$ cat config.mk
export PLATFORM = sky130hd
export DESIGN_NAME = muldiv_ctrl
export DESIGN_NICKNAME = d
export VERILOG_FILES = /design/src/rtl/muldiv_ctrl.sv
export SDC_FILE = /design/constraint.sdc
export NUM_CORES = 2
export LEC_CHECK = 0
export ABC_AREA = 1
export BUFFER_PORTS_ARGS = -buffer_cell sky130_fd_sc_hd__buf_2
export CAP_MARGIN = 20
export CORE_ASPECT_RATIO = 1.5
export CORE_MARGIN = 1.5
export CORE_UTILIZATION = 60
export CTS_CLUSTER_SIZE = 20
export DETAILED_ROUTE_END_ITERATION = 10
export GPL_TIMING_DRIVEN = 1
export PLACE_DENSITY_LB_ADDON = 0.3
export SLEW_MARGIN = 5
export SYNTH_ARGS = -nofsm -noshare
export SYNTH_HDL_FRONTEND = slang
export SYNTH_SLANG_ARGS = --single-unit
$ cat constraint.sdc
create_clock -name clk -period 23.4 [get_ports clk]
set_input_delay 0 -clock clk [delete_from_list [all_inputs] [get_ports clk]]
set_output_delay 0 -clock clk [all_outputs]
set_load 0.02 [all_outputs]
$ cat src/rtl/muldiv_ctrl.sv
// HI/LO multiply/divide sequencer for the E stage: a single-cycle registered
// multiply or a 32-step restoring divide, stalling the pipeline until {HI,LO} is ready.
module muldiv_ctrl #(
    parameter int WIDTH = 32
) (
    input  logic                 clk,
    input  logic                 rst,
    input  logic                 start_i,
    input  logic [1:0]           op_i,
    input  logic [WIDTH-1:0]     a_i,
    input  logic [WIDTH-1:0]     b_i,
    input  logic                 flush_i,
    output logic                 stall_o,
    output logic                 result_valid_o,
    output logic [2*WIDTH-1:0]   hilo_o
);

    typedef enum logic [1:0] {IDLE, MUL, DIV, DONE} state_t;

    state_t               state;
    logic [4:0]           count;
    logic                 isUnsigned;
    logic                 signA;
    logic                 signB;
    logic [WIDTH-1:0]     aReg;
    logic [WIDTH-1:0]     bReg;
    logic [WIDTH-1:0]     divisor;
    logic [2*WIDTH-1:0]   rem;
    logic [2*WIDTH-1:0]   remNext;

    function automatic logic [WIDTH-1:0] negIf(input logic doNeg, input logic [WIDTH-1:0] x);
        return doNeg ? -x : x;
    endfunction

    // Operands are extended to 2*WIDTH first so one modular multiply serves both signednesses.
    function automatic logic [2*WIDTH-1:0] mulProduct(input logic uns,
                                                      input logic [WIDTH-1:0] x,
                                                      input logic [WIDTH-1:0] y);
        logic [2*WIDTH-1:0] xe;
        logic [2*WIDTH-1:0] ye;
        xe = {{WIDTH{~uns & x[WIDTH-1]}}, x};
        ye = {{WIDTH{~uns & y[WIDTH-1]}}, y};
        return xe * ye;
    endfunction

    // The top WIDTH+1 bits include the bit shifted out of the remainder half, so the
    // trial subtraction never loses the carry when the divisor is large.
    function automatic logic [2*WIDTH-1:0] divStep(input logic [2*WIDTH-1:0] r,
                                                   input logic [WIDTH-1:0] d);
        logic [WIDTH:0] top;
        logic [WIDTH:0] diff;
        top  = r[2*WIDTH-1:WIDTH-1];
        diff = top - {1'b0, d};
        if (!diff[WIDTH])
            return {diff[WIDTH-1:0], r[WIDTH-2:0], 1'b1};
        else
            return {top[WIDTH-1:0], r[WIDTH-2:0], 1'b0};
    endfunction

    function automatic logic [2*WIDTH-1:0] divFinal(input logic [2*WIDTH-1:0] r,
                                                    input logic sA,
                                                    input logic sB,
                                                    input logic zeroDiv,
                                                    input logic [WIDTH-1:0] aRaw);
        if (zeroDiv)
            return {aRaw, {WIDTH{1'b1}}};
        else
            return {negIf(sA, r[2*WIDTH-1:WIDTH]), negIf(sA ^ sB, r[WIDTH-1:0])};
    endfunction

    always_comb begin
        remNext = divStep(rem, divisor);
        stall_o = ~flush_i & (((state == IDLE) & start_i) | (state == MUL) | (state == DIV));
    end

    always_ff @(posedge clk) begin
        if (rst) begin
            state          <= IDLE;
            count          <= 5'd0;
            result_valid_o <= 1'b0;
            hilo_o         <= '0;
        end else begin
            result_valid_o <= 1'b0;
            if (flush_i) begin
                state <= IDLE;
            end else begin
                case (state)
                    IDLE: begin
                        if (start_i) begin
                            isUnsigned <= op_i[0];
                            aReg       <= a_i;
                            bReg       <= b_i;
                            signA      <= ~op_i[0] & a_i[WIDTH-1];
                            signB      <= ~op_i[0] & b_i[WIDTH-1];
                            divisor    <= negIf(~op_i[0] & b_i[WIDTH-1], b_i);
                            rem        <= {{WIDTH{1'b0}}, negIf(~op_i[0] & a_i[WIDTH-1], a_i)};
                            count      <= 5'd0;
                            state      <= op_i[1] ? DIV : MUL;
                        end
                    end
                    MUL: begin
                        hilo_o         <= mulProduct(isUnsigned, aReg, bReg);
                        result_valid_o <= 1'b1;
                        state          <= DONE;
                    end
                    DIV: begin
                        rem   <= remNext;
                        count <= count + 5'd1;
                        if (count == 5'd31) begin
                            hilo_o         <= divFinal(remNext, signA, signB, divisor == '0, aReg);
                            result_valid_o <= 1'b1;
                            state          <= DONE;
                        end
                    end
                    default: begin
                        // start_i here still belongs to the retiring instruction.
                        state <= IDLE;
                    end
                endcase
            end
        end
    end

endmodule

After elaboration in Yosys (flattened, before gate mapping). Index checks and enable logic that the tools add are counted.

Flip-flop bits (word level): 235. Bits in latches: 0. Memory bits (writable): 0. Memory bits (read-only): 0. Input bits: 70. Output and inout bits: 66. Word-level logic and storage cells: 64. Memories: 0.

Add/subtract/negate cells: 6. Multipliers: 1. Divide/modulo/power cells: 0. Order comparisons: 0. Equal/unequal tests: 5. Shift operators: 0. Muxes and demuxes: 18. Bitwise logic cells: 13. Reduce and logical (&&, ||, !) cells: 10.

Operators with widths (count): 64-bit two-way mux (4); 64-bit case mux with 2 select lines (2); 32-bit two-way mux (4); 32-bit negator (4); 33-bit by 33-bit multiplier with 64-bit output (1); 33-bit by 32-bit subtractor with 33-bit output (1); 32-bit zero test (1); 5-bit case mux with 2 select lines (1); 4-bit AND reduction (2); 1-bit bitwise AND (6); 2-bit two-way mux (3); 2-bit case mux with 3 select lines (1); 3-bit AND reduction (2); 5-bit by 1-bit adder with 5-bit output, second input constant (1); 5-bit == test, second input constant (1); 5-bit two-way mux (1); 1-bit inverter (4); 2-bit nonzero test (2); 2-bit by 1-bit == test with 1-bit output, second input constant (1); 2-bit == test, second input constant (1); 2-bit zero test (1); 2-bit by 1-bit != test with 1-bit output, second input constant (1); 2-bit != test, second input constant (1); 1-bit OR (2); 5 further kinds (5).

Depth between registers and ports, before layout.
Depth after elaboration: 7. Gate-level depth with buffers: 38. Gate-level depth less buffers: 37.

Worst setup path after synthesis. OpenSTA, ideal clock, no wires.

Path type: register to register. Start point: register aReg[31]. End point: register hilo_o[58]. Arrival time: 7609 ps. Slack: 15721 ps. Cell stages (with the launch flop): 32. Buffers on the path: 2. Path through: edfxtp_1 > clkbuf_1 > clkbuf_1 > nand2_1 > nor2_1 > fa_1 > inv_1 > fa_1 > inv_1 > fa_1 > fa_1 > inv_1 > fa_1 > inv_1 > fa_1 > inv_1 > fa_1 > fa_1 > inv_1 > ha_1 > nand2_1 > nor2_1 > inv_1 > nor2_1 > nand2_1 > or3b_2 > o211ai_1 > or2_2 > nand3_1 > nand2_1 > inv_1 > a21oi_1.

Longest elaborated chain between the ends: 3.

Ends and longest elaborated chain: start, declared (RTL line 25) `logic [WIDTH-1:0] aReg;`; start signal, assigned (RTL line 91) `aReg <= a_i;`; 1-bit bitwise AND (RTL line 41) `xe = {{WIDTH{~uns & x[WIDTH-1]}}, x};`; 33-bit by 33-bit multiplier with 64-bit output * (RTL line 43) `return xe * ye;`; 64-bit case mux with 2 select lines * (RTL line 87) `case (state)`; end signal, assigned (RTL line 102) `hilo_o <= mulProduct(isUnsigned, aReg, bReg);`; end signal, assigned (RTL line 110) `hilo_o <= divFinal(remNext, signA, signB, divisor == '0, aReg);`; end, declared (RTL line 15) `output logic [2*WIDTH-1:0] hilo_o`.

Mark *: on every way between the ends. The rest lies on a longest branch, timed or not. A chain may end at the register's enable or synchronous reset.

Worst setup path in the final report.
Start point: register bReg[0]. End point: register hilo_o[57].

Longest elaborated chain between the ends: 2.

Ends and longest elaborated chain: start, declared (RTL line 26) `logic [WIDTH-1:0] bReg;`; start signal, assigned (RTL line 92) `bReg <= b_i;`; 33-bit by 33-bit multiplier with 64-bit output (RTL line 43); 64-bit case mux with 2 select lines (RTL line 87).

No other way between the ends.

==> flow_summary.yaml <==
cts:
  postCtsSetupBuffers: 0
  cts_tree: "done"
  clkTransAtPathRegs_ns: 0.08
  numCtsBuffers: 23
  insertion_delay_ns: 0.61
  numClockSinks: 234
  clk_path_buf_depth: 3
  cts_max_level: 1
  clockRootBuffer: "clkbuf_16"
sta:
  slew_headroom: 0.303
  period_needed_ns: 8.88
  rsz0062_at_grt: "false"
  maxSlewViolCount: 0
  skew_ns: 0.0480
  finalSetupViolCount: 0
  fmax_ghz: 0.113
  finalHoldViolCount: 0
  fin_setup_tns_ns: 0
  holdWs_ns: 0.0562
  post-route-period-util: 0.380
  worst_slew_pin_slew_ns: 1.05
status:
  status: "finished, final reports clean"
critical_path:
  cpMostUsedCell: "fa_1"
  regToRegStartpoint: "bReg[0]"
  cp_max_fo: 33
  critPathSlowestCell: "fa_1"
  crit_start: "bReg[0]"
  worstSetupEndpointType: "flop"
  worstPathArrival_ns: 9.42
  crit_path_start_kind: "flop"
  required_ns: 23.94
  path_class: "flop to flop"
  cpPeakStageDelay_ns: 0.64
synth:
  synth.top_cell.area_share: 0.413
  syn_inst: 6978
  synth_flop_cell: "edfxtp_1"
  syn-num-nets: 8428
  syn_avg_cell_area_sq_um: 7.82
  synthArstFlopShare: 0
  yosysSeqAreaShare: 0.115
  synth_warnings: 0
  synth_area_leaders: "fa_1, inv_1, nand2_1"
  yosysMostFrequentCell: "inv_1"
  synth_common_cells: "inv_1, nand2_1, fa_1, nor2_1, clkbuf_1"
  netlist_area_sq_um: 54600
  ys_ff_latch: 234
  yosysTopAreaCell: "fa_1"
  netlist-cell-type-count: 61
  synth_edf_count: 162
routing:
  drc: 0
  postRouteAntennaNets: 0
  drt_iter0_markers: 3683
  wl_mm: 172
  highest_layer: "met5"
  wirelength_met1_mm: 57.0
  routed-via-count: 45900
  dr_wl_met2_mm: 87.0
  viasPerCell: 5.62
  drt-wirelength-per-cell_um: 21.0
  firstDrtPassIters: 6
  wl_met3_mm: 13.0
global_route:
  grt_pass1_wl_mm: 267
  grt-ovfl-total: 0
  antenna_found_initial: 7
  grt_pass1_vias: 48700
  grt_use_total: 0.381
  grt_max_degree: 97
placement:
  io_buffers: 135
  placed_area_sq_um: 56100
  post-dp-hpwl_mm: 138
  gp_congestion: 1.00
finish:
  final_util: 0.640
  drive_above_1_share: 0.0523
  fin_nets: 8432
  syn2layout_area_growth_pct: 5.81
  postLayoutCellArea_sq_um: 57800
  fillers: 7917
die:
  start_util: 0.605
  die_area_sq_um: 92900
  die_width_um: 249
  die_h_um: 372
  rows: 135
  core_sq_um: 90200
  num_io_pins: 136
min_path:
  hp-start: "start_i"
  holdCritPathClass: "primary input to flop"
run:
  timing.max_cap.violations: 0
-- worst max-delay path: cells and delay by family (launching register included) --
family,cells,cell delay [ns]
fa+ha+maj,9,4.65
compound gates,7,1.54
buf+inv,6,1.18
simple gates,6,1.12
flops,1,0.33
-- cell type report --
| class | count | area [sq um] | share of cell area |
|---|---|---|---|
| clock buffers | 26 | 608 | 0.0105 |
| repair buffers | 287 | 2010 | 0.0349 |
| diodes | 5 | 12.5 | 0.000217 |
| multi-input cells | 4561 | 40100 | 0.693 |
| inverters | 1875 | 7040 | 0.122 |
| well taps | 1164 | 1460 | 0.0252 |
| flip-flops and latches | 234 | 6310 | 0.109 |
| clock inverters | 16 | 272 | 0.00470 |
-- logic make-up after synthesis --
group / Yosys count / share of synthesized area
flip-flops: 234 / 0.115
AO/OA/AOI/OAI: 591 / 0.0601
adder cells (fa/ha/maj): 1380 / 0.471
AND/OR/NAND/NOR: 2494 / 0.187
XOR/XNOR: 96 / 0.0154
buffers and inverters: 2183 / 0.151
-- state kept, by name (all words and copies together), names as in the netlist --
signal and count:
rem 64, state 2, count 5, divisor 31, signB 1, isUnsigned 1
aReg 32, hilo_o 64, bReg 32, signA 1, result_valid_o 1
-- timing repair --
item | in CTS | in global routing
setup endpoints to repair | 0 | 0
resized for setup | 0 | 0
hold buffers | 71 | 0
hold endpoints to repair | 143 | 0
-- cells in the final DEF (no fill, tap or decap), types with 16 or more instances in the layout --
cell type and count:
nand3_1 163, nand2_2 28, or2_2 21, buf_2 135, xnor2_1 38, buf_4 80
o211ai_1 20, a21oi_1 238, clkbuf_16 24, ha_1 253, o21bai_1 16, nand2_1 1739
xor2_1 58, o21ai_0 221, edfxtp_1 162, nor2_1 386, dfxtp_1 72, nor3_1 43
nand4_1 31, dlygate4sd3_1 71, nor4_1 18, a31oi_1 38, fa_1 1126, inv_1 1867
-- final timing paths --
check             slack (ns)    endpoint  depth (start not counted)
setup / recovery       14.52  hilo_o[57]                         28
hold / removal          0.06    aReg[29]                          5
setup reg to reg       14.52  hilo_o[57]                         28
hold reg to reg         0.46   hilo_o[3]                          2
-- layer usage --
metal,up-vias,track usage
met5,-,0
met4,6,0.274
met3,792,0.0520
met2,2242,0.680
met1,22500,0.418
li1,20300,-
-- through the flow --
stage | worst slack, ns | instances
4_1_cts | 14.54 | 8162
6_report | 14.52 | 8168
5_1_grt | 14.20 | 8166
3_3_place_gp | 14.64 | 8049
3_5_place_dp | 14.56 | 8049
2_1_floorplan | 15.72 | 6978
Power is left out: the tool's default activity adds up to more than one toggle a clock period on the data nets, which glitch-free logic cannot reach.
